File: src/rtl/serial_rca_pkg.sv
// Shared types and constants for the bit-serial ripple-carry subtractor.
// Holds the FSM state enum, the default width and the counter-width helper.
package serial_rca_pkg;

  localparam int WIDTH_DEF = 8;

  typedef enum logic [1:0] {
    IDLE,
    SHIFT,
    DONE
  } state_t;

  function automatic int cnt_width(input int w);
    return $clog2(w + 1);
  endfunction

endpackage

File: src/rtl/serial_fa_cell.sv
// One-bit combinational full adder.
// The serial datapath iterates this single cell across the operand bits.
module serial_fa_cell (
  input  logic a,
  input  logic b,
  input  logic cin,
  output logic s,
  output logic cout
);

  assign s    = a ^ b ^ cin;
  assign cout = (a & b) | (a & cin) | (b & cin);

endmodule

File: src/rtl/serial_rca_subtractor.sv
// Bit-serial A-B over one full-adder cell, WIDTH+1-bit sign-extended result.
// Define SERIAL_RCA_ADDSUB_MODE_EN to add a mode port (1 = A+B, 0 = A-B).
module serial_rca_subtractor
  import serial_rca_pkg::*;
#(
  parameter int WIDTH = WIDTH_DEF
) (
  input  logic             clk,
  input  logic             rst,
  input  logic             start,
  input  logic [WIDTH-1:0] a,
  input  logic [WIDTH-1:0] b,
`ifdef SERIAL_RCA_ADDSUB_MODE_EN
  input  logic             mode,
`endif
  output logic             ready,
  output logic             done,
  output logic [WIDTH:0]   result,
  output logic             carry_out
);

  localparam int CW = cnt_width(WIDTH);
  localparam logic [CW-1:0] LAST = CW'(WIDTH);

  state_t        state;
  state_t        state_n;
  logic [WIDTH:0] opa;
  logic [WIDTH:0] opb;
  logic [CW-1:0] count;
  logic          carry;
  logic          s;
  logic          cout;
  logic          add;
  logic          accept;
  logic          last;

`ifdef SERIAL_RCA_ADDSUB_MODE_EN
  assign add = mode;
`else
  assign add = 1'b0;
`endif

  assign accept = (state == IDLE) && start;
  assign last   = (count == LAST);

  serial_fa_cell u_fa (
    .a   (opa[0]),
    .b   (opb[0]),
    .cin (carry),
    .s   (s),
    .cout(cout)
  );

  always_comb begin
    state_n = state;
    unique case (state)
      IDLE:    if (start) state_n = SHIFT;
      SHIFT:   if (last) state_n = DONE;
      DONE:    state_n = IDLE;
      default: state_n = IDLE;
    endcase
  end

  always_ff @(posedge clk or posedge rst) begin
    if (rst) begin
      state <= IDLE;
    end else begin
      state <= state_n;
    end
  end

  // Subtraction is A + ~B + 1: invert B and seed the carry with 1.
  always_ff @(posedge clk or posedge rst) begin
    if (rst) begin
      opa       <= '0;
      opb       <= '0;
      count     <= '0;
      carry     <= 1'b0;
      result    <= '0;
      carry_out <= 1'b0;
    end else if (accept) begin
      opa   <= {a[WIDTH-1], a};
      opb   <= add ? {b[WIDTH-1], b} : ~{b[WIDTH-1], b};
      carry <= ~add;
      count <= '0;
    end else if (state == SHIFT) begin
      carry  <= cout;
      result <= {s, result[WIDTH:1]};
      opa    <= opa >> 1;
      opb    <= opb >> 1;
      count  <= count + 1'b1;
      if (last) begin
        carry_out <= cout;
      end
    end
  end

  assign ready = (state == IDLE);
  assign done  = (state == DONE);

endmodule

File: config.mk
export PLATFORM = sky130hd
export DESIGN_NAME = serial_rca_subtractor
export DESIGN_NICKNAME = d
export VERILOG_FILES = /design/src/rtl/serial_rca_pkg.sv /design/src/rtl/serial_fa_cell.sv /design/src/rtl/serial_rca_subtractor.sv
export SDC_FILE = /design/constraint.sdc
export NUM_CORES = 1
export LEC_CHECK = 0
export CAP_MARGIN = 25
export CORE_MARGIN = 4
export CORE_UTILIZATION = 50
export CTS_BUF_LIST = sky130_fd_sc_hd__clkbuf_4 sky130_fd_sc_hd__clkbuf_8
export CTS_CLUSTER_DIAMETER = 200
export DETAILED_ROUTE_END_ITERATION = 10
export PLACE_DENSITY = 0.78
export SKIP_CTS_REPAIR_TIMING = 1
export SYNTH_ARGS = -nofsm -noshare
export SYNTH_HDL_FRONTEND = slang
export SYNTH_SLANG_ARGS = --single-unit
File: constraint.sdc
create_clock -name clk -period 1.4 [get_ports clk]
set_input_delay 0.35 -clock clk [delete_from_list [all_inputs] [get_ports clk]]
set_output_delay 0.35 -clock clk [all_outputs]
set_load 0.02 [all_outputs]
# Word level (Yosys, flattened, before mapping)
# Cells that the tools add are included.
# classes
n_bitwise	9
reduce_logical	6
n_addsub	1
eq_ne	5
mux	11
# ops
operator	n
9-bit 2-to-1 mux	4
9-bit inverter	1
4-bit 2-to-1 mux	2
4-bit by 1-bit adder with 4-bit output (second input constant)	1
4-bit equality test (second input constant)	1
2-bit 2-to-1 mux	2
2-bit inequality test (second input constant)	2
2-bit case mux with 2 select lines	1
2-bit AND reduction	2
1-bit AND	3
3-bit AND reduction	1
2-bit by 1-bit equality test with 1-bit output (second input constant)	1
2-bit equality test (second input constant)	1
2-bit zero test	1
1-bit 2-to-1 mux	2
1-bit bitwise OR	2
2-bit nonzero test	1
1-bit XOR	2
1-bit logical AND	1
1-bit inverter	1
# totals
inputBits	19
output_inout_bits	12
ff_bits	35
elab_cells	39

# Logic depth before layout (Yosys ltp)
# logic_depth
word_depth	5
mapped_depth	6
ltp_nobuf	5

# Hierarchy
# From an unflattened synthesis, not the netlist that was laid out.
# unflattened
cells_unflattened	145
area_unflattened_um2	1505.2
# modules_own_cells
mod	cells_each	seq_area_each_um2	area_per_inst_um2	n_inst
serial_rca_subtractor	144	875.8	1485.2	1
serial_fa_cell	1	0.0	20.0	1

# Worst setup path after synthesis
# OpenSTA, ideal clock, no wires.
# synth_path
path_kind	register to register
start	register count[0]
end	register carry_out
t_required_ps	1275
setup_ps	125
n_path_buf	0
period_less_slack_ps	1295
path_stages_with_launch	6
setup_slack_ps	105
t_arrival_ps	1171
path_cell_list	dfrtp_1 > inv_1 > ha_1 > and3b_1 > and2_1 > mux2_2
# synth_via
elab_chain_len	2
# synth_lines
element	line	source
start: declaration	serial_rca_subtractor.sv:29	logic [CW-1:0] count;
start signal: assignment	serial_rca_subtractor.sv:91	count <= count + 1'b1;
4-bit equality test	serial_rca_subtractor.sv:44	assign last = (count == LAST);
3-bit AND reduction (no line)	n/a	
end signal: assignment	serial_rca_subtractor.sv:93	carry_out <= cout;
end: declaration	serial_rca_subtractor.sv:19	output logic carry_out
# No other way between the ends.
# A chain may end at the register's enable or synchronous reset.

# Final worst setup path
# layout_path
start	register state[1]
end	output port done
# layout_via
elab_chain_len	1
# layout_lines
element	line	source
start: declaration	serial_rca_subtractor.sv:25	state_t state;
start signal: assignment	serial_rca_subtractor.sv:68	state <= state_n;
2-bit equality test	serial_rca_subtractor.sv:99	assign done = (state == DONE);
end: declaration	serial_rca_subtractor.sv:17	output logic done,
# No other way between the ends.

==> reports/results.ini <==
[logic_synthesis]
seq_area_frac_synth_pct = 57.3
syn-num-nets = 168
synth.avg_cell_area_um2 = 10.5
synthesis.area_um2 = 1530
synth_edf_count = 0
yosysWarnings = 0
ys.flop_type = dfrtp_1
synth_seq_cells = 35
synth.distinct_cells = 29
ys_async_sr_fraction_pct = 100
synthCells = 146

[global_route]
grt_pass1_wl_um = 5500
antenna_found_initial = 0
grt-ovfl-total = 0
grt_use_total_pct = 18.1
first_global_vias = 1221
grt_max_degree = 36

[clocking]
clockBufferDepth = 2
numCtsBuffers = 5
clk_pin_slew_ns = 0.10
clk_latency_ns = 0.34
ctsHtreeMaxLevel = 2
root_buffer = clkbuf_4
clock-sinks = 35
cts_tree = yes

[placed_design]
post-dp-hpwl_um = 2280
place_area_um2 = 1900
place.gp.congestion = 0.759
io_buffers = 30

[min_path]
hp-class = input port to async pin

[power_and_ir_drop]
power.density_nw_per_um2 = 2020
peakVddDrop_v = 0.00116
p_leak_nw = 1.14

[sta]
worstMarginPinSlew_ns = 0.310
final-setup-viol-count = 0
skew_ns = 0.00720
finalCritPeriodShare_pct = 99.5
max_freq_ghz = 0.718
slew_headroom_pct = 79.3
rsz0062_at_grt = true
maxSlewViolCount = 0
hold_viol_final = 0
period_minus_slack_ns = 1.39
hold_ws_ns = 0.328

[floorplanning]
die_y_um = 63.3
io_pins = 31
core_area_um2 = 2830
start_util_pct = 54.0
die_x_um = 63.3
dieArea_um2 = 4000
fp-row-count = 19

[setup_path]
endpoint = done
slowest_stage = dfrtp_1
cp_top_family = flip-flops
cp.depth = 2
start_kind = register
rrSetupSlack_ns = 0.02
timing.rr.end = carry_out
critical_path_class = register to output pin
worstPathMaxFanout = 3
slowest_delay_ns = 0.41
cp.required_ns = 1.05
rr_startpoint = count[0]
critPathArrivalTime_ns = 1.04
path_buf_inv = 1
crit_chain = nor2b_1, buf_4
reg2reg_depth = 5
crit_path_start = state[1]
cp-end-kind = output pin

[route]
drt_iter0_drc = 48
drt-pass1-iter-count = 6
viasPerCell = 5.50
wl_per_cell_um = 14.8
drc = 0
vias = 1198
routed_wl_um = 3230
ant_nets = 0

[layout]
final.fill_count = 223
drive_gt1_share_pct = 16.6
n_antenna_cell = 0
nNetsFinal = 208
area_growth_pct = 31.5
final_area_um2 = 2010

[flow_run]
maxCapViolCount = 0

[run_status]
status = finished, final reports clean

-- worst register-to-register path, stage by stage, from the launching register on --
cell,delay [ns]
dfrtp_1,0.42
inv_1,0.07
ha_1,0.18
and3b_1,0.17
and2_4,0.15
mux2_4,0.29
-- through the flow --
step	power, mW	setup slack, ns	TNS, ns	utilization [%]	instances
finish	4.06	0.00644	0	71.0	218
global route	4.38	-0.0603	-0.442	71.0	218
CTS	4.04	-0.450	-3.99	69.0	217
detailed placement	3.49	-0.284	-4.46	67.0	209
global placement	3.37	-0.229	-3.79	67.0	209
floorplan	2.83	0.105	0	-	146
-- kinds of logic (layout without fill, tap and decap cells) --
logic type,Yosys count,count (layout),synth area share (%)
buf+inv,12,52,5.08
flops,35,35,57.3
fa+ha+maj,3,3,2.95
mux,4,4,2.70
simple gates,69,70,19.5
xor+xnor,1,1,0.573
compound gates,22,22,11.9
-- cells in the mapped netlist (2+ instances only) --
cell      n  area (um2)
o21ai_0   4        20.0
mux2i_1   3        30.0
nand2_1  47         176
buf_6     3        33.8
a22oi_1   7        52.6
a221o_1   3        30.0
nand3_1   4        20.0
nor2_1    9        33.8
inv_1     3        11.3
a21o_1    2        15.0
ha_1      2        25.0
a221o_2   4        45.0
dfrtp_1  35         876
buf_2     5        25.0
-- per-layer routing --
layer  vias to the layer above  global-route usage, %  wire length [um]
met1                       591                   21.1              1390
met4                         0                   9.70                53
met5                         -                      0                 0
li1                        570                      -                 -
met3                         7                   5.15               155
met2                        30                   29.9              1630
-- report_power, final --
part	leakage [nW]	switching [mW]	internal, mW
clock	0.0361	0.324	0.234
sequential	0.449	0.280	1.43
combinational	0.656	0.930	0.858
-- cell usage in the layout (no fill, tap or decap), types with 2 or more instances in the layout --
cell type and count:
inv_1 3, or3b_4 2, a22oi_1 7, dlymetal6s2s_1 11
o21ai_0 4, dfrtp_1 35, nand2_1 47, a221o_1 3
buf_4 11, clkbuf_4 7, nand3_1 4, clkdlybuf4s50_1 17
ha_1 2, nor2_1 9, mux2i_1 3, a21o_1 2
a221o_2 4
-- registers in the layout, indices dropped and copies added, names as in the netlist --
| signal | cells |
|---|---|
| state | 2 |
| carry_out | 1 |
| carry | 1 |
| result | 9 |
| count | 4 |
| opb | 9 |
| opa | 9 |
-- how the worst min path moves through the flow --
| stage | from | to | slack (ns) | depth (start not counted) |
|---|---|---|---|---|
| 2_1_floorplan | b[7] | opb[7] | 0.44 | 1 |
| 4_1_cts | rst | count[3] | 0.33 | 3 |
| 6_report | rst | result[7] | 0.33 | 3 |
| 3_5_place_dp | opa[3] | opa[3] | 0.48 | 2 |
| 5_1_grt | rst | result[6] | 0.35 | 3 |
| 3_3_place_gp | result[0] | result[0] | 0.46 | 2 |
-- area by class of cell --
type | instances | area, um2 | area share [%]
clock inverter | 1 | 5.00 | 0.249
clock buffer | 7 | 52.6 | 2.62
multi-input combinational | 100 | 604 | 30.1
timing repair buffer | 41 | 422 | 21.0
tap | 31 | 38.8 | 1.93
sequential | 35 | 876 | 43.6
inverter | 3 | 11.3 | 0.560
(Power assumes the default switching activity.)
